==> src/rtl/writeback_arbiter_if.sv <==
// Writeback bundle between the execution units, the scheduler and the arbiter:
// requests and results in, acknowledges, register-file write and scoreboard out.
interface writeback_arbiter_if #(
  parameter int NUNITS = 5,
  parameter int DATA_W = 64
);
  logic                     issue_valid;
  logic [5:0]               issue_rd;
  logic [5:0]               issue_rd2;
  logic                     issue_dual;
  logic [NUNITS-1:0]        wb_req;
  logic [6*NUNITS-1:0]      wb_rn;
  logic [DATA_W*NUNITS-1:0] wb_data;
  logic [5:0]               wb_rn2;
  logic [DATA_W-1:0]        wb_data2;
  logic [NUNITS-1:0]        wb_ack;
  logic                     rf_we;
  logic [5:0]               rf_wa;
  logic [DATA_W-1:0]        rf_wd;
  logic [63:0]              reg_busy;

  modport master (
    output issue_valid, issue_rd, issue_rd2, issue_dual,
    output wb_req, wb_rn, wb_data, wb_rn2, wb_data2,
    input  wb_ack, rf_we, rf_wa, rf_wd, reg_busy
  );

  modport slave (
    input  issue_valid, issue_rd, issue_rd2, issue_dual,
    input  wb_req, wb_rn, wb_data, wb_rn2, wb_data2,
    output wb_ack, rf_we, rf_wa, rf_wd, reg_busy
  );
endinterface

==> src/rtl/writeback_arbiter.sv <==
// Round-robin arbiter of execution-unit writebacks onto the single register-file
// write port; advint results take two beats. Also owns the register scoreboard.
module writeback_arbiter #(
  parameter int NUNITS    = 5,
  parameter int DATA_W    = 64,
  parameter int DUAL_UNIT = 2
) (
  input  logic               clk,
  input  logic               rst_n,
  writeback_arbiter_if.slave wb
);

  localparam logic [2:0] DUAL_IDX = 3'(DUAL_UNIT);
  localparam logic [2:0] PTR_RST  = 3'(NUNITS - 1);

  typedef enum logic {ARB, DUAL} state_t;

  state_t              state_q, state_d;
  logic [2:0]          ptr_q, ptr_d;
  logic [NUNITS-1:0]   elig;
  logic                found;
  logic [2:0]          win;
  logic [5:0]          sel_rn;
  logic [DATA_W-1:0]   sel_wd;
  logic [NUNITS-1:0]   sel_hot;

  logic [NUNITS-1:0]   ack_d, ack_p1;
  logic                we_d, we_p1;
  logic [5:0]          wa_d, wa_p1;
  logic [DATA_W-1:0]   wd_d, wd_p1;
  logic [63:0]         busy_d, busy_q;

  // A unit still sees its own ack this cycle, so its request is stale.
  assign elig = wb.wb_req & ~ack_p1;

  always_comb begin : rr_search
    int idx;
    found = 1'b0;
    win   = ptr_q;
    idx   = 0;
    for (int i = 1; i <= NUNITS; i++) begin
      idx = (int'(ptr_q) + i) % NUNITS;
      for (int u = 0; u < NUNITS; u++) begin
        if (!found && idx == u && elig[u]) begin
          found = 1'b1;
          win   = 3'(u);
        end
      end
    end
  end

  always_comb begin
    sel_rn  = '0;
    sel_wd  = '0;
    sel_hot = '0;
    for (int u = 0; u < NUNITS; u++) begin
      if (win == 3'(u)) begin
        sel_rn     = wb.wb_rn[6*u +: 6];
        sel_wd     = wb.wb_data[DATA_W*u +: DATA_W];
        sel_hot[u] = 1'b1;
      end
    end
  end

  always_comb begin
    state_d = state_q;
    case (state_q)
      ARB:     if (found && win == DUAL_IDX) state_d = DUAL;
      DUAL:    state_d = ARB;
      default: state_d = ARB;
    endcase
  end

  // The advint ack is held back until its second beat goes out.
  always_comb begin
    ack_d = '0;
    we_d  = 1'b0;
    wa_d  = wa_p1;
    wd_d  = wd_p1;
    ptr_d = ptr_q;
    case (state_q)
      ARB: begin
        if (found) begin
          ptr_d = win;
          wa_d  = sel_rn;
          wd_d  = sel_wd;
          we_d  = |sel_rn;
          if (win != DUAL_IDX) ack_d = sel_hot;
        end
      end
      DUAL: begin
        wa_d             = wb.wb_rn2;
        wd_d             = wb.wb_data2;
        we_d             = |wb.wb_rn2;
        ack_d[DUAL_UNIT] = 1'b1;
      end
      default: ;
    endcase
  end

  // A new issue overrides a same-edge writeback clear; r0 never goes busy.
  always_comb begin
    busy_d = busy_q;
    if (we_p1) busy_d[wa_p1] = 1'b0;
    if (wb.issue_valid) begin
      busy_d[wb.issue_rd] = 1'b1;
      if (wb.issue_dual) busy_d[wb.issue_rd2] = 1'b1;
    end
    busy_d[0] = 1'b0;
  end

  // Stage p1: registered grant, write port and scoreboard
  always_ff @(posedge clk or negedge rst_n) begin
    if (!rst_n) begin
      state_q <= ARB;
      ptr_q   <= PTR_RST;
      ack_p1  <= '0;
      we_p1   <= 1'b0;
      wa_p1   <= '0;
      wd_p1   <= '0;
      busy_q  <= '0;
    end else begin
      state_q <= state_d;
      ptr_q   <= ptr_d;
      ack_p1  <= ack_d;
      we_p1   <= we_d;
      wa_p1   <= wa_d;
      wd_p1   <= wd_d;
      busy_q  <= busy_d;
    end
  end

  assign wb.wb_ack   = ack_p1;
  assign wb.rf_we    = we_p1;
  assign wb.rf_wa    = wa_p1;
  assign wb.rf_wd    = wd_p1;
  assign wb.reg_busy = busy_q;

endmodule

==> src/flat_wrapper.sv <==
// flat-port wrapper written by rule: the top's interface ports become plain ports
module writeback_arbiter_flat 
#(
  parameter int NUNITS    = 5,
  parameter int DATA_W    = 64,
  parameter int DUAL_UNIT = 2
)
  (clk, rst_n, wb_issue_valid, wb_issue_rd, wb_issue_rd2, wb_issue_dual, wb_wb_req, wb_wb_rn, wb_wb_data, wb_wb_rn2, wb_wb_data2, wb_wb_ack, wb_rf_we, wb_rf_wa, wb_rf_wd, wb_reg_busy);
  writeback_arbiter_if #(.NUNITS(NUNITS), .DATA_W(DATA_W)) wb_i ();
  input  logic clk;
  input  logic rst_n;
  input wire logic [$bits(wb_i.issue_valid)-1:0] wb_issue_valid;
  input wire logic [$bits(wb_i.issue_rd)-1:0] wb_issue_rd;
  input wire logic [$bits(wb_i.issue_rd2)-1:0] wb_issue_rd2;
  input wire logic [$bits(wb_i.issue_dual)-1:0] wb_issue_dual;
  input wire logic [$bits(wb_i.wb_req)-1:0] wb_wb_req;
  input wire logic [$bits(wb_i.wb_rn)-1:0] wb_wb_rn;
  input wire logic [$bits(wb_i.wb_data)-1:0] wb_wb_data;
  input wire logic [$bits(wb_i.wb_rn2)-1:0] wb_wb_rn2;
  input wire logic [$bits(wb_i.wb_data2)-1:0] wb_wb_data2;
  output wire logic [$bits(wb_i.wb_ack)-1:0] wb_wb_ack;
  output wire logic [$bits(wb_i.rf_we)-1:0] wb_rf_we;
  output wire logic [$bits(wb_i.rf_wa)-1:0] wb_rf_wa;
  output wire logic [$bits(wb_i.rf_wd)-1:0] wb_rf_wd;
  output wire logic [$bits(wb_i.reg_busy)-1:0] wb_reg_busy;
  assign wb_i.issue_valid = wb_issue_valid;
  assign wb_i.issue_rd = wb_issue_rd;
  assign wb_i.issue_rd2 = wb_issue_rd2;
  assign wb_i.issue_dual = wb_issue_dual;
  assign wb_i.wb_req = wb_wb_req;
  assign wb_i.wb_rn = wb_wb_rn;
  assign wb_i.wb_data = wb_wb_data;
  assign wb_i.wb_rn2 = wb_wb_rn2;
  assign wb_i.wb_data2 = wb_wb_data2;
  assign wb_wb_ack = wb_i.wb_ack;
  assign wb_rf_we = wb_i.rf_we;
  assign wb_rf_wa = wb_i.rf_wa;
  assign wb_rf_wd = wb_i.rf_wd;
  assign wb_reg_busy = wb_i.reg_busy;
  writeback_arbiter #(.NUNITS(NUNITS), .DATA_W(DATA_W), .DUAL_UNIT(DUAL_UNIT)) u_core (.clk(clk), .rst_n(rst_n), .wb(wb_i));
endmodule
==> config.mk <==
export PLATFORM = sky130hd
export DESIGN_NAME = writeback_arbiter_flat
export DESIGN_NICKNAME = d
export VERILOG_FILES = /design/src/rtl/writeback_arbiter_if.sv /design/src/rtl/writeback_arbiter.sv /design/src/flat_wrapper.sv
export SDC_FILE = /design/constraint.sdc
export NUM_CORES = 1
export LEC_CHECK = 0
export CAP_MARGIN = 20
export CORE_AREA = 2 2 224 226
export CTS_BUF_LIST = sky130_fd_sc_hd__clkbuf_8
export CTS_CLUSTER_DIAMETER = 120
export DETAILED_ROUTE_END_ITERATION = 10
export DIE_AREA = 0 0 226 228
export GPL_TIMING_DRIVEN = 0
export SYNTH_ARGS = -nofsm -noshare
export SYNTH_HDL_FRONTEND = slang
export SYNTH_SLANG_ARGS = --single-unit
export TNS_END_PERCENT = 100
==> constraint.sdc <==
create_clock -name clk -period 8.6 [get_ports clk]
set_input_delay 2.58 -clock clk [delete_from_list [all_inputs] [get_ports clk]]
set_output_delay 2.58 -clock clk [all_outputs]
set_load 0.1 [all_outputs]
After elaboration in Yosys (flattened, before gate mapping)

Cells that the tools add are included.

Word-level logic and storage cells: 229
Input bits: 441
Register bits after elaboration: 143
Output and inout bits: 140

Bitwise logic cells: 7
Div/mod/pow operators: 5
Eq/ne operators: 26
Reduce and logical (&&, ||, !) cells: 86
$lt $le $gt $ge: 6
Muxes and demuxes: 87
Add/subtract/negate cells: 5

Operators by type and width:

| kind                    | count |
|---|---|
| $mux W64                | 9 |
| $eq A32 B3 Y1 const B   | 10 |
| $eq A32 B2 Y1 const B   | 5 |
| $eq A32 B4 Y1 const B   | 5 |
| $logic_not A32 Y1       | 5 |
| $mod A32 B4 Y32 const B | 5 |
| $or A64 B64 Y64         | 2 |
| $pmux W64 S2            | 1 |
| $mux W3                 | 25 |
| $and A64 B64 Y64        | 1 |
| $not A64 Y64            | 1 |
| $logic_and A1 B1 Y1     | 53 |
| $mux W6                 | 6 |
| $mux W1                 | 35 |
| $logic_not A1 Y1        | 24 |
| $lt A6 B7 Y1 const B    | 3 |
| $demux W1 S6            | 3 |
| $ge A6 B1 Y1 const B    | 3 |
| $pmux W6 S2             | 1 |
| $reduce_or A6 Y1        | 2 |
| $mux W5                 | 2 |
| $add A3 B2 Y4 const B   | 2 |
| $add A3 B3 Y4 const B   | 2 |
| $eq A3 B2 Y1 const B    | 2 |
| other kinds (12)        | 15 |

Longest topological paths before layout

Gate-level depths: netlist (run 1).

Depth in word-level cells: 110
Depth in mapped cells: 29
Depth with buffers taken out: 23

Least setup slack after synthesis (run 1)

OpenSTA, ideal clock, no wires.

Path type: reg-to-reg
Start: reg u_core.ptr_q[0]
End: reg u_core.we_p1, in the netlist u_core.wb.rf_we
Path buffers: 7
Stages on the path, launching flop included: 26
Slack: 2.678 ns
Library setup time: 0.142 ns
Required time: 8.458 ns
Clock period less this slack: 5.922 ns
Arrival: 5.780 ns
Cell sequence: dfrtp_1 buf_2 buf_2 buf_2 buf_1 inv_1 ha_1 xnor2_1 buf_2 inv_2 ha_1 or2_4 o21a_1 a221oi_4 mux2i_1 o32ai_4 a2111oi_2 nand3_1 buf_2 or2_1 buf_4 a211o_1 o311a_1 a211o_1 nor4bb_1 o221ai_1

Word-level cells in the longest chain between the ends: 110
Elaborated cells between the ends (all ways): 171
Those cells by class: add/sub: 5; div: 5; eq/ne: 24; mux: 57; reduce/logical: 80

Ends and longest elaborated chain:

| what                              | RTL line                 | source |
|---|---|---|
| start, declared                   | writeback_arbiter.sv:19  | `logic [2:0] ptr_q, ptr_d;` |
| start signal, assigned            | writeback_arbiter.sv:124 | `ptr_q <= ptr_d;` |
| $add A3 B1 Y4                     | writeback_arbiter.sv:42  | `idx = (int'(ptr_q) + i) % NUNITS;` |
| $mod A32 B4 Y32                   | writeback_arbiter.sv:42  |  |
| $logic_not A32 Y1                 | writeback_arbiter.sv:44  | `if (!found && idx == u && elig[u]) begin` |
| $logic_and A1 B1 Y1               | writeback_arbiter.sv:44  |  |
| $mux W1                           | writeback_arbiter.sv:44  |  |
| $logic_not A1 Y1                  | writeback_arbiter.sv:44  |  |
| $logic_and A1 B1 Y1 (2 in series) | writeback_arbiter.sv:44  |  |
| $mux W1                           | writeback_arbiter.sv:44  |  |
| (+89 left out)                    | -                        |  |
| $logic_and A1 B1 Y1 (2 in series) | writeback_arbiter.sv:44  |  |
| $mux W3                           | writeback_arbiter.sv:44  |  |
| $logic_not A3 Y1                  | writeback_arbiter.sv:57  | `if (win == 3'(u)) begin` |
| $mux W6 (5 in series)             | writeback_arbiter.sv:57  |  |
| $reduce_or A6 Y1                  | writeback_arbiter.sv:87  | `we_d = \|sel_rn;` |
| $mux W1 *                         | writeback_arbiter.sv:83  | `if (found) begin` |
| $pmux W1 S2 *                     | writeback_arbiter.sv:81  | `case (state_q)` |
| named net u_core.we_d             | writeback_arbiter.sv:28  | `logic we_d, we_p1;` |
| end signal, assigned              | writeback_arbiter.sv:126 | `we_p1 <= we_d;` |
| end, declared                     | writeback_arbiter.sv:28  |  |

The timed path passes the listed nets; every way through them passes the cells marked *.
A chain may end at the register's enable or synchronous reset.

Worst setup path in the final report (run 1)

Start: reg u_core.ptr_q[0]
End: reg u_core.wd_p1[41], in the netlist u_core.wb.rf_wd[41]

Word-level cells in the longest chain between the ends: 109
Elaborated cells between the ends (all ways): 171
Those cells by class: add/sub: 5; div: 5; eq/ne: 25; mux: 57; reduce/logical: 79

Ends and longest elaborated chain:

| what                              | RTL line                 | source |
|---|---|---|
| $add A3 B1 Y4                     | writeback_arbiter.sv:42  |  |
| $mod A32 B4 Y32                   | writeback_arbiter.sv:42  |  |
| $logic_not A32 Y1                 | writeback_arbiter.sv:44  |  |
| $logic_and A1 B1 Y1               | writeback_arbiter.sv:44  |  |
| $mux W1                           | writeback_arbiter.sv:44  |  |
| $logic_not A1 Y1                  | writeback_arbiter.sv:44  |  |
| $logic_and A1 B1 Y1 (2 in series) | writeback_arbiter.sv:44  |  |
| $mux W1                           | writeback_arbiter.sv:44  |  |
| (+87 left out)                    | -                        |  |
| $mux W1                           | writeback_arbiter.sv:44  |  |
| $logic_not A1 Y1                  | writeback_arbiter.sv:44  |  |
| $logic_and A1 B1 Y1 (2 in series) | writeback_arbiter.sv:44  |  |
| $mux W3                           | writeback_arbiter.sv:44  |  |
| $logic_not A3 Y1                  | writeback_arbiter.sv:57  |  |
| $mux W64 (5 in series)            | writeback_arbiter.sv:57  |  |
| $mux W64                          | writeback_arbiter.sv:83  |  |
| $pmux W64 S2                      | writeback_arbiter.sv:81  |  |
| end signal, assigned              | writeback_arbiter.sv:128 | `wd_p1 <= wd_d;` |
| end, declared                     | writeback_arbiter.sv:30  | `logic [DATA_W-1:0] wd_d, wd_p1;` |

Several ways; a longest one is shown, not always the timed one. The select of a mux whose other input is x is not followed.

==> summary.txt, run 1 <==
Status
  – Outcome: finished, final reports clean

Global routing
  – Total Routing Usage GR: 32.0%
  – Vias in the first global route: 16000
  – First-pass GRT wire length: 118000 um
  – Initial antenna violation count: 20
  – Largest net degree at the start of global routing: 92
  – Total gr overflow: 0

Clock network
  – Clk buf depth: 2
  – Worst skew pair latency: 0.53 ns
  – CTS sink cnt: 143
  – Clock Tree Root: clkbuf_8
  – TritonCTS clock tree: built
  – # Post-CTS Setup Buffers: 0
  – Worst-path clk slew: 0.09 ns
  – TritonCTS Buffers: 17
  – Max H-tree Level: 4

STA
  – Setup TNS after final layout: 0 ns
  – Clock Skew: 0.0171 ns
  – Slew Limit Fails: 0
  – Final setup margin: 0.324 ns
  – Achievable frequency: 121 MHz
  – Final min period: 8.28 ns
  – RSZ-0062 raised after global routing: no
  – Setup violations, final: 0
  – Rel. slew slack: 21.5%
  – Worst-margin pin slew: 1.17 ns
  – Final period utilization: 96.2%
  – Hold Violations, Final: 0

Routing
  – Routed vias: 16300
  – Vias per cell: 5.45
  – Final WL: 83800 um
  – Drt wl/cell: 28.0 um
  – DRC errors left: 0
  – Final ANT Viol Nets: 0
  – First drt pass iteration count: 6
  – DR iter-0 viols: 1546

Synth
  – Synth top area share: 28.2%
  – Ys Warns: 0
  – Sequential share of the synthesized area: 28.4%
  – Area contributors post-synth: dfrtp_1, nand2_1, a21oi_1, o31ai_1, o22ai_1
  – Synthesized cell area: 12600 sq um
  – Synth area leader: dfrtp_1
  – Count of flip-flops with a built-in enable after synthesis: 0
  – Synth Register Bits: 143
  – Dominant synthesized flop cell: dfrtp_1
  – Synth Area per Inst: 7.42 sq um
  – Yosys cell types: 100
  – Cell count after synthesis: 1699
  – Synthesized Nets: 2164
  – Synth async-reset ratio: 100%

Final layout
  – Fillcell total: 5132
  – NumNets Final: 2754
  – FF+latch area: 3580 sq um
  – Area Growth Syn to Fin: 56.0%
  – Final Instance Area: 19700 sq um
  – Multi-input gate area: 8300 sq um
  – Layout cell share with drive strength beyond 1: 6.99%
  – Utilization after layout: 39.9%

Floorplanning
  – Initial Util: 25.5%
  – Core ar.: 49300 sq um
  – Row cnt: 82
  – Die Area: 51500 sq um
  – Die Wd: 226 um
  – Top Ports: 581
  – Die Span Y: 228 um

Hold path
  – Hold Crit Depth: 0
  – Hold crit path type: flip-flop to flip-flop
  – Worst Hold Launch: u_core.state_q$_DFF_PN0_
  – Worst Hold Endpoint: u_core.wb.wb_ack[2]$_DFF_PN0_

Worst setup path
  – Worst r2r src: u_core.ptr_q[0]$_DFFE_PN0P_
  – Worst Setup End Kind: flip-flop
  – Crit path max fanout: 12
  – Reg2Reg Setup Slack: 0.32 ns
  – Element type at the critical path start: flip-flop
  – Kind of critical path: flip-flop to flip-flop
  – Crit path required time: 8.97 ns
  – Reg2reg end: u_core.wb.rf_wd[41]$_DFFE_PN0P_
  – CP Data Arrival Time: 8.65 ns
  – R2r worst-path depth: 25

Placement
  – I/O Buffers: 569
  – Placer Congestion: 0.992
  – Place WS: -0.0952 ns
  – DP Area: 19200 sq um
  – Post-DP HPWL: 68900 um

Job
  – Number of max-cap violations: 0
[layout by cell type (no fill, tap or decap), drive strengths merged, types with 15 or more instances in the layout]
| cell | count |
|---|---|
| a2111oi | 58 |
| a21oi | 156 |
| a22o | 32 |
| buf | 53 |
| clkbuf | 105 |
| clkdlybuf4s50 | 568 |
| dfrtp | 142 |
| diode | 17 |
| ha | 24 |
| inv | 27 |
| mux2i | 21 |
| nand2 | 431 |
| nand2b | 15 |
| nand3 | 32 |
| nor2 | 122 |
| nor2b | 16 |
| nor3 | 27 |
| o21ai | 73 |
| o22ai | 77 |
| o31ai | 73 |
[layout make-up]
cell class | count | share of cell area [%]
well taps | 672 | 4.27
clock inverters | 12 | 0.808
multi-input cells | 1395 | 42.2
repair buffers | 571 | 29.2
flip-flops and latches | 143 | 18.2
plain buffers | 136 | 3.26
diodes | 17 | 0.216
inverters | 25 | 0.477
clock buffers | 20 | 1.40
[sequential cells by signal (all words and copies together), names as in the netlist]
name,flops
u_core.ptr_q,3
u_core.wb.rf_wa,6
u_core.wb.rf_wd,64
u_core.state_q,1
u_core.wb.wb_ack,5
u_core.wb.reg_busy,63
u_core.wb.rf_we,1
[cells by family after synthesis]
kind of cell             after synthesis  share of synthesized area, %
multiplexers                          35                          2.95
other                                  1                        0.0297
AO/OA/AOI/OAI                        595                          34.0
buffers and inverters                161                          5.82
adder cells (fa/ha/maj)               24                          2.38
flip-flops                           143                          28.4
XOR/XNOR                               6                         0.536
AND/OR/NAND/NOR                      734                          25.9
[layer usage]
metal | share of wire (%) | global-route usage [%] | wire length, um | up-vias
met5 | 0.058 | 0 | 49 | -
met4 | 2.0 | 8.94 | 1640 | 8
met3 | 6.4 | 5.89 | 5390 | 89
met2 | 50 | 55.2 | 41900 | 765
met1 | 42 | 40.4 | 34800 | 7992
li1 | - | - | - | 7461
[cells in the mapped netlist, types with 5 or more instances]
| master | instances |
|---|---|
| o211a_1 | 6 |
| nand4_1 | 7 |
| nor2b_1 | 16 |
| inv_2 | 5 |
| nand2_1 | 430 |
| o21ai_1 | 5 |
| o211ai_1 | 10 |
| a2111oi_1 | 7 |
| dfrtp_1 | 142 |
| o22ai_1 | 74 |
| ha_1 | 24 |
| a2bb2oi_1 | 5 |
| or3_1 | 13 |
| and2_1 | 6 |
| a221oi_1 | 11 |
| nor2_1 | 120 |
| a21o_1 | 7 |
| o21a_1 | 10 |
| clkbuf_1 | 84 |
| nand3_1 | 31 |
| a21oi_1 | 153 |
| and3_1 | 14 |
| a31oi_1 | 5 |
| mux2_2 | 13 |
| or4_1 | 5 |
| or3b_2 | 5 |
| a2111oi_2 | 15 |
| a211oi_1 | 11 |
| o21ai_0 | 67 |
| o32ai_1 | 6 |
| nor3b_1 | 7 |
| nand3b_1 | 12 |
| buf_6 | 10 |
| buf_1 | 7 |
| a2111oi_0 | 36 |
| inv_1 | 19 |
| a211o_1 | 7 |
| nand2b_1 | 15 |
| mux2i_1 | 20 |
| a22o_1 | 32 |
| o31ai_1 | 73 |
| nor3_1 | 26 |
| buf_2 | 31 |
[repair_timing]
action                     in CTS  in global routing
setup endpoints to repair       3                 68
gates resized for setup         2                  2
hold buffers                    0                  0
[critical path, cell delays in order, from the launching register on]
cell	delay, ns
dfrtp_1	0.43
buf_2	0.30
buf_2	0.33
buf_2	0.32
clkbuf_2	0.35
inv_1	0.18
ha_2	0.53
buf_2	0.31
inv_2	0.21
ha_1	0.28
or2_4	0.26
o21a_1	0.24
a221oi_4	0.53
mux2i_1	0.39
o32ai_4	0.17
a2111oi_2	0.43
nand3_1	0.15
buf_2	0.22
nor2_2	0.39
nor2_1	0.26
buf_2	0.28
buf_2	0.29
nand2_1	0.18
a21oi_1	0.08
a2111oi_0	0.85
o31ai_1	0.12
[how the worst max path moves through the flow]
| stage | start | endpoint |
|---|---|---|
| after global placement | rst_n | u_core.wb.reg_busy[5]$_DFF_PN0_ |
| after detailed placement | u_core.ptr_q[0]$_DFFE_PN0P_ | u_core.wb.rf_wd[48]$_DFFE_PN0P_ |
| after CTS | u_core.ptr_q[0]$_DFFE_PN0P_ | u_core.wb.rf_we$_DFF_PN0_ |
| after global routing | u_core.ptr_q[0]$_DFFE_PN0P_ | u_core.wb.rf_we$_DFF_PN0_ |
| final | u_core.ptr_q[0]$_DFFE_PN0P_ | u_core.wb.rf_wd[41]$_DFFE_PN0P_ |
| after floorplan | u_core.ptr_q[0]$_DFFE_PN0P_ | u_core.wb.rf_we$_DFF_PN0_ |
[per-stage QoR]
stage          hold WS, ns  cells
3_3_place_gp         0.362   2940
4_1_cts              0.388   2973
2_1_floorplan        0.352   1699
5_1_grt              0.400   2986
6_report             0.389   2991
3_5_place_dp         0.366   2941
Power of run 1 is not shown: default switching activity piles up to over one toggle a cycle in this logic, so the estimate is an artifact.
==> inputs of run 2 (changes only) <==
--- a/config.mk
+++ b/config.mk
@@ -5,7 +5,6 @@
 export SDC_FILE = /design/constraint.sdc
 export NUM_CORES = 1
 export LEC_CHECK = 0
-export CAP_MARGIN = 20
 export CORE_AREA = 2 2 224 226
 export CTS_BUF_LIST = sky130_fd_sc_hd__clkbuf_8
 export CTS_CLUSTER_DIAMETER = 120
==> constraint.sdc (replaced) <==
create_clock -name clk -period 9.4 [get_ports clk]
set_input_delay 2.82 -clock clk [delete_from_list [all_inputs] [get_ports clk]]
set_output_delay 2.82 -clock clk [all_outputs]
set_load 0.1 [all_outputs]
==> run 2 against run 1 <==
Net effect: sequential share of layout area barely moved; clock skew barely moved; design area fell by 0.11%; worst hold slack improved by 0.0026 ns; global-route usage did not move; sequential cell count did not move; final cell count barely moved; routed wire length barely moved; critical path depth did not move; maximum frequency fell by 8.4%; setup slack improved by 0.042 ns; core utilization barely moved; critical endpoint unchanged; largest cell class unchanged.
==> summary.txt, run 2 (synthesis results as in run 1) <==
Routing
  – Routed vias: 16400 (+0.55%)
  – DRC errors left: 0 (unchanged)
  – Drt wl/cell: 28.1 um (+0.14%)
  – Vias per cell: 5.49 (+0.62%)
  – First drt pass iteration count: 6 (unchanged)
  – DR iter-0 viols: 1486 (-3.9%)
  – Final WL: 83900 um (about the same)
  – Final ANT Viol Nets: 0 (unchanged)

Global routing
  – Total Routing Usage GR: 32.0% (unchanged)
  – Vias in the first global route: 16000 (+0.013%)
  – Largest net degree at the start of global routing: 92 (unchanged)
  – Total gr overflow: 0 (unchanged)
  – First-pass GRT wire length: 118000 um (unchanged)
  – Initial antenna violation count: 20 (unchanged)

STA
  – Setup TNS after final layout: 0 ns (unchanged)
  – RSZ-0062 raised after global routing: no
  – Final period utilization: 96.1% (-0.13 points)
  – Fin Hold WS: 0.391 ns (+0.00265 ns)
  – Hold Violations, Final: 0 (unchanged)
  – Clock Skew: 0.0170 ns (-0.000165 ns)
  – Rel. slew slack: 21.6% (+0.085 points)
  – Setup violations, final: 0 (unchanged)
  – Achievable frequency: 111 MHz (-8.4%)
  – Final setup margin: 0.367 ns (+0.0423 ns)
  – Worst-margin pin slew: 1.17 ns (-0.00127 ns)
  – Final min period: 9.03 ns (+0.758 ns)
  – Slew Limit Fails: 0 (unchanged)

Floorplanning
  – Core ar.: 49300 sq um (unchanged)
  – Die Span Y: 228 um (unchanged)
  – Die Area: 51500 sq um (unchanged)
  – Row cnt: 82 (unchanged)
  – Die Wd: 226 um (unchanged)
  – Initial Util: 25.5% (unchanged)
  – Top Ports: 581 (unchanged)

Clock network
  – Clk buf depth: 2 (unchanged)
  – Post_cts resized: 0 (-2)
  – TritonCTS Buffers: 17 (unchanged)
  – TritonCTS clock tree: built
  – CTS sink cnt: 143 (unchanged)
  – Max H-tree Level: 4 (unchanged)
  – # Post-CTS Setup Buffers: 0 (unchanged)
  – Worst-path clk slew: 0.09 ns (about the same)
  – Worst skew pair latency: 0.53 ns (about the same)
  – Clock Tree Root: clkbuf_8
  – CTS Hold Bufs: 0 (unchanged)

Final layout
  – Most common cell after layout, fill and taps aside: clkdlybuf4s50_1
  – Layout cell share with drive strength beyond 1: 6.82% (-0.17 points)
  – Area Growth Syn to Fin: 55.9%
  – Utilization after layout: 39.8% (-0.046 points)
  – NumNets Final: 2753 (-0.036%)
  – Fillcell total: 5136 (+0.078%)
  – Commonest non-fill, non-tap cells in the layout: clkdlybuf4s50_1, nand2_1, a21oi_1, dfrtp_1, nor2_1
  – Max reg flops: 64 (unchanged)

Hold path
  – Hold Crit Depth: 0 (unchanged)
  – Hold crit path type: flip-flop to flip-flop

Worst setup path
  – CP Data Arrival Time: 9.41 ns (+0.76 ns)
  – R2r worst-path depth: 25 (unchanged)
  – Kind of critical path: flip-flop to flip-flop
  – Most used cell, CP: buf_2
  – Worst Setup End Kind: flip-flop
  – Crit path largest cell delay: 0.84 ns (about the same)
  – Crit path max fanout: 12 (unchanged)
  – Crit path required time: 9.77 ns (+0.80 ns)
  – Crit path max-delay cell type: a2111oi_0
  – Element type at the critical path start: flip-flop

Placement
  – Place WS: 0.705 ns (+0.800 ns)
  – I/O Buffers: 569 (unchanged)
  – Placer Congestion: 0.992 (unchanged)
  – Post-DP HPWL: 68900 um (unchanged)

Status
  – Outcome: finished, final reports clean

Job
  – Number of max-cap violations: 0 (unchanged)
run 2: cell count changes in the layout (fill, tap and decap cells not counted), sizes merged:
cell / delta
dlymetal6s2s: -1
buf: +1
diode: -1
clkbuf: -1
run 2: path summary, 6_finish.rpt:
check | from | end | slack [ns]
worst max register to register | u_core.ptr_q[0]$_DFFE_PN0P_ | u_core.wb.rf_wd[41]$_DFFE_PN0P_ | 0.37
max in group asynchronous | rst_n | u_core.wb.reg_busy[6]$_DFF_PN0_ | 6.32
worst min register to register | u_core.state_q$_DFF_PN0_ | u_core.wb.wb_ack[2]$_DFF_PN0_ | 0.39
min in group asynchronous | rst_n | u_core.wb.rf_wd[2]$_DFFE_PN0P_ | 2.21
worst max-delay path | u_core.ptr_q[0]$_DFFE_PN0P_ | u_core.wb.rf_wd[41]$_DFFE_PN0P_ | 0.37
worst min-delay path | u_core.state_q$_DFF_PN0_ | u_core.wb.wb_ack[2]$_DFF_PN0_ | 0.39
run 2: routing by layer:
metal,global-route usage [%],vias up,share of wire [%]
li1,-,7458,-
met1,40.4,8095,42
met2,55.2,756,50
met3,5.89,88,6.1
met4,8.94,8,1.9
met5,0,-,0.062
run 2: critical path: cells and delay by family, from the launching register on:
kind | cells | cell delay [ns]
flops | 1 | 0.43
compound gates | 7 | 2.44
buf+inv | 10 | 3.15
mux | 1 | 0.40
simple gates | 5 | 1.51
fa+ha+maj | 2 | 0.93
run 2: final cells by class:
cell class,instances,area (sq um),area share (%)
multi-input cells,1395,8290,42.2
repair buffers,570,5730,29.2
flip-flops and latches,143,3580,18.2
well taps,672,841,4.28
plain buffers,136,639,3.25
clock buffers,20,275,1.40
clock inverters,12,159,0.809
inverters,25,93.8,0.478
diodes,16,40.0,0.204
run 2: per-stage QoR:
stage                     cells  cell area, sq um
after global routing       2985             19600
after floorplan            1699             12600
after global placement     2940             19100
after CTS                  2973             19600
after detailed placement   2941             19200
final                      2989             19600
Power of run 2 is left out for the same reason.
==> RTL change 1 (settings of run 1) <==
`NUNITS` is set to 5 in 3 places; all go to 4.
--- a/src/rtl/writeback_arbiter_if.sv
+++ b/src/rtl/writeback_arbiter_if.sv
@@ -2,5 +2,5 @@
 // requests and results in, acknowledges, register-file write and scoreboard out.
 interface writeback_arbiter_if #(
-  parameter int NUNITS = 5,
+  parameter int NUNITS = 4,
   parameter int DATA_W = 64
 );
--- a/src/rtl/writeback_arbiter.sv
+++ b/src/rtl/writeback_arbiter.sv
@@ -2,5 +2,5 @@
 // write port; advint results take two beats. Also owns the register scoreboard.
 module writeback_arbiter #(
-  parameter int NUNITS    = 5,
+  parameter int NUNITS    = 4,
   parameter int DATA_W    = 64,
   parameter int DUAL_UNIT = 2
--- a/src/flat_wrapper.sv
+++ b/src/flat_wrapper.sv
@@ -2,5 +2,5 @@
 module writeback_arbiter_flat 
 #(
-  parameter int NUNITS    = 5,
+  parameter int NUNITS    = 4,
   parameter int DATA_W    = 64,
   parameter int DUAL_UNIT = 2
Interface: changed (resized wb_wb_ack, wb_wb_data, wb_wb_req and wb_wb_rn); port bits go from 581 to 509. The function was not compared with the original's and may differ.
==> RTL change 1 against run 1 <==
- final area fell by 21%
- clock skew grew 3.5 ps
- register-to-register slack improved by 5700 ps
- setup slack gained 3300 ps
- global-route usage fell by 11 points
- synthesized area fell by 27%
- sequential share of layout area increased by 4.8 points
- routed wire length shrank 36%
- sequential cell count decreased by 1
- die area unchanged
- critical path type is now register to output pin
==> RTL change 1: results <==
export IMPL_seqPwrFrac_pct=17.5
export IMPL_max_slew_margin_pct=24.4
export IMPL_critical_path_slowest_cell="clkdlybuf4s50_1"
export IMPL_r2r_start="u_core.wb.wb_ack[3]$_DFF_PN0_"
export IMPL_cts_buffers=17
export IMPL_layout_drive_gt1_share_pct=4.87
export IMPL_grt_total_usage_pct=20.5
export IMPL_vias_per_cell=4.77
export IMPL_cts_htree_levels=4
export IMPL_postCtsResizedCells=0
export IMPL_pwr_share_clk_pct=7.5
export IMPL_drt_pass1_iter_count=7
export IMPL_avgSynthCellArea_um2=7.35
export IMPL_io_buffers=497
export IMPL_cp_arrival_ps=2410
export IMPL_p_sw_share_pct=64.0
export IMPL_seq_area_frac_synth_pct=38.5
export IMPL_timing_rr_end="u_core.wb.rf_wd[48]$_DFFE_PN0P_"
export IMPL_status="completed"
export IMPL_post_dp_hpwl_um=42700
export IMPL_synth_common_cells="nand2_1 (353), dfrtp_1 (140), nor2_1 (117)"
export IMPL_clock_skew_final_ps=20.6
export IMPL_globalplace_congestion=0.944
export IMPL_multi_input_area_um2=5170
export IMPL_drc_errors=0
export IMPL_pre_cts_ws_ps=3420
export IMPL_synth_top_cells_by_area="dfrtp_1 (38%), nand2_1 (14%), a21oi_1 (6.2%), nor2_1 (4.8%), o22ai_1 (4.3%)"
export IMPL_synth_nets=1626
export IMPL_fillCellCount=5329
export IMPL_fmax_mhz=200
export IMPL_drt_iter0_drc=820
export IMPL_place_area_um2=15100
export IMPL_antenna_found_initial=15
export IMPL_final_nets=2144
export IMPL_crit_end="wb_rf_wa[4]"
export IMPL_largest_reg_flops=64
export IMPL_holdPathStages=0
export IMPL_clock_latency_ps=560
export IMPL_cts_buffer_depth=2
export IMPL_grt_start_max_net_pins=80
export IMPL_root_buffer="clkbuf_8"
export IMPL_critPathLaunch="u_core.wb.rf_wa[4]$_DFFE_PN0P_"
export IMPL_synth_distinct_cells=43
export IMPL_critPathMaxStageDelay_ps=1230
export IMPL_grt_pass1_wl_um=76400
export IMPL_crit_fanout=8
export IMPL_crit_type="register to output pin"
export IMPL_grt_pass1_vias=11800
export IMPL_place_inst=2427
export IMPL_reg2regPathDepth=8
export IMPL_ir_worst_vdd_uv=190
export IMPL_reg2reg_slack_ps=5980
export IMPL_min_from="u_core.state_q$_DFF_PN0_"
export IMPL_wl_um=53900
export IMPL_p_int_mw=2.63
export IMPL_holdWs_ps=389
export IMPL_wl_per_cell_um=21.9
export IMPL_synth_warnings=0
[RTL change 1: cells by family (layout without fill, tap and decap cells)]
| group | count (synthesis) | count (layout) | synth area share [%] |
|---|---|---|---|
| and+or+nand+nor | 636 | 636 | 30.2 |
| muxes | 23 | 23 | 2.49 |
| buffers and inverters | 108 | 639 | 5.41 |
| other | 1 | 6 | 0.0406 |
| DFF | 142 | 142 | 38.5 |
| AOI/OAI and AO/OA | 346 | 346 | 23.3 |
[RTL change 1: per-layer routing]
layer / routed length, um / vias up / track usage, %
met5: 74 / - / 0
met4: 1720 / 12 / 7.62
met3: 4850 / 111 / 6.40
met2: 26300 / 623 / 35.5
met1: 20900 / 5576 / 23.5
li1: - / 5423 / -
[RTL change 1: cell type report]
cell class | count | area share [%]
multi-input cells | 1006 | 33.4
repair buffers | 499 | 32.5
flip-flops and latches | 142 | 23.0
well taps | 672 | 5.43
plain buffers | 107 | 3.20
clock buffers | 17 | 1.51
clock inverters | 15 | 0.833
diodes | 5 | 0.0809
inverters | 1 | 0.0243
==> RTL change 2 (flow settings as in run 1) <==
Made on the original files. Reset style: synchronous (`rst_n`), changed in one clocked block.
--- a/src/rtl/writeback_arbiter.sv
+++ b/src/rtl/writeback_arbiter.sv
@@ -111,5 +111,5 @@
 
   // Stage p1: registered grant, write port and scoreboard
-  always_ff @(posedge clk or negedge rst_n) begin
+  always_ff @(posedge clk) begin
     if (!rst_n) begin
       state_q <= ARB;
Check against the original RTL: not equivalent (Yosys sat finds a counterexample within 4 cycles, from zero or initial values and one cycle with rst_n low; the reset may be asserted at any time).
==> RTL change 2 against run 1 <==
- synthesized cell count is 4.9% lower
- setup slack better by 28 ps
- final area is 3.4% lower
- synthesized area is 5.4% lower
- cell count is 3.1% lower
- sequential cell count stayed put
- count of clock-buffer cells in the layout is 3 lower
- routed wire length is 8.1% lower
- highest routed layer unchanged
Power is left out: the tool's default activity adds up to more than one toggle a clock period on the data nets, which glitch-free logic cannot reach.
==> RTL change 2: results <==
export IMPL_status="completed"
export IMPL_synth_warnings=0
export IMPL_async_reset_ff_share_pct=0
export IMPL_root_buffer="clkbuf_8"
export IMPL_final_nets=2668
export IMPL_grt_pass1_vias=15700
export IMPL_synth_top_cells_by_area="dfxtp_1 (24%), nand2_1 (7.6%), a21boi_0 (6.7%), o21ai_0 (6.3%), o221ai_1 (3.7%)"
export IMPL_worst_pin_slew_ps=1190
export IMPL_layout_drive_gt1_share_pct=6.05
export IMPL_cp_arrival_ps=8620
export IMPL_synth_distinct_cells=88
export IMPL_critical_path_slowest_cell="nor4_1"
export IMPL_cts_buffer_depth=2
export IMPL_antenna_found_initial=17
export IMPL_grt_start_max_net_pins=17
export IMPL_synth_nets=2080
export IMPL_drt_iter0_drc=1670
export IMPL_grt_pass1_wl_um=108000
export IMPL_globalplace_congestion=0.984
export IMPL_fillCellCount=5145
export IMPL_clock_skew_final_ps=20.1
export IMPL_crit_fanout=10
export IMPL_synthFlopType="dfxtp_1"
export IMPL_critPathMaxStageDelay_ps=470
export IMPL_vias_per_cell=5.58
export IMPL_wl_um=77100
export IMPL_grt_total_usage_pct=28.8
export IMPL_post_dp_hpwl_um=62000
export IMPL_drt_pass1_iter_count=5
[RTL change 2: cell types whose count changed after synthesis, moves of 84 or more]
cell / delta
nand2_1: -190
dfxtp_1: +143
dfrtp_1: -142
a21boi_0: +103
a21oi_1: -98
o21ai_0: +84
[RTL change 2: kinds of logic after synthesis]
kind of cell | after synthesis | synth area share, %
other | 1 | 0.0315
buffers and inverters | 180 | 6.41
DFF | 143 | 24.0
AOI/OAI and AO/OA | 710 | 41.9
and+or+nand+nor | 509 | 21.0
xor gates and xnor gates | 8 | 0.651
muxes | 40 | 3.41
adders and majority gates | 24 | 2.52
[RTL change 2: critical path, delay by kind of cell, from the launching register on]
family	cells	cell delay [ps]
and+or+nand+nor	7	2230
adders and majority gates	2	780
AOI/OAI and AO/OA	8	1710
buffers and inverters	11	2880
DFF	1	450
[RTL change 2: metal layers]
metal	track usage [%]	up-vias	part of all wire (%)
li1	-	7343	-
met1	37.1	7840	42
met2	47.1	879	46
met3	6.59	108	8.8
met4	9.66	4	2.9
met5	0	-	0.030
[RTL change 2: final cells by class]
| class | instances | area [um2] | share of cell area [%] |
|---|---|---|---|
| multi-input combinational | 1292 | 8370 | 44.1 |
| tap | 672 | 841 | 4.42 |
| sequential | 143 | 2860 | 15.1 |
| timing repair buffer | 570 | 5720 | 30.1 |
| clock inverter | 15 | 170 | 0.895 |
| buffer | 153 | 678 | 3.57 |
| antenna | 11 | 27.5 | 0.145 |
| inverter | 26 | 97.6 | 0.514 |
| clock buffer | 17 | 234 | 1.23 |
[RTL change 2: path summary, 6_finish.rpt]
path / start / endpoint / slack (ps) / depth (start not counted)
min: u_core.wb.reg_busy[53]$_SDFF_PN0_ / u_core.wb.reg_busy[53]$_SDFF_PN0_ / 490 / 2
max: u_core.ptr_q[0]$_SDFFE_PN0P_ / u_core.wb.rf_we$_SDFF_PN0_ / 350 / 28
max reg2reg: u_core.ptr_q[0]$_SDFFE_PN0P_ / u_core.wb.rf_we$_SDFF_PN0_ / 350 / 28
min reg2reg: u_core.wb.reg_busy[53]$_SDFF_PN0_ / u_core.wb.reg_busy[53]$_SDFF_PN0_ / 490 / 2
[RTL change 2: repair_timing]
action                                  CTS  global route
gates resized for setup                   8            22
gates cloned                              0             0
hold buffers                              0             0
endpoints found under the setup margin   64            64
buffers inserted                          0             0
[RTL change 2: stage by stage]
| stage | setup WS, ps | util (%) | area [um2] | hold slack, ps | std cells |
|---|---|---|---|---|---|
| floorplan | 2320 | - | 11900 | 772 | 1615 |
| global placement | -655 | 37.4 | 18400 | 469 | 2855 |
| detailed placement | -619 | 37.4 | 18500 | 472 | 2856 |
| CTS | 57.0 | 38.3 | 18900 | 488 | 2888 |
| global route | -26.8 | 38.5 | 19000 | 510 | 2893 |
| finish | 352 | 38.5 | 19000 | 489 | 2899 |
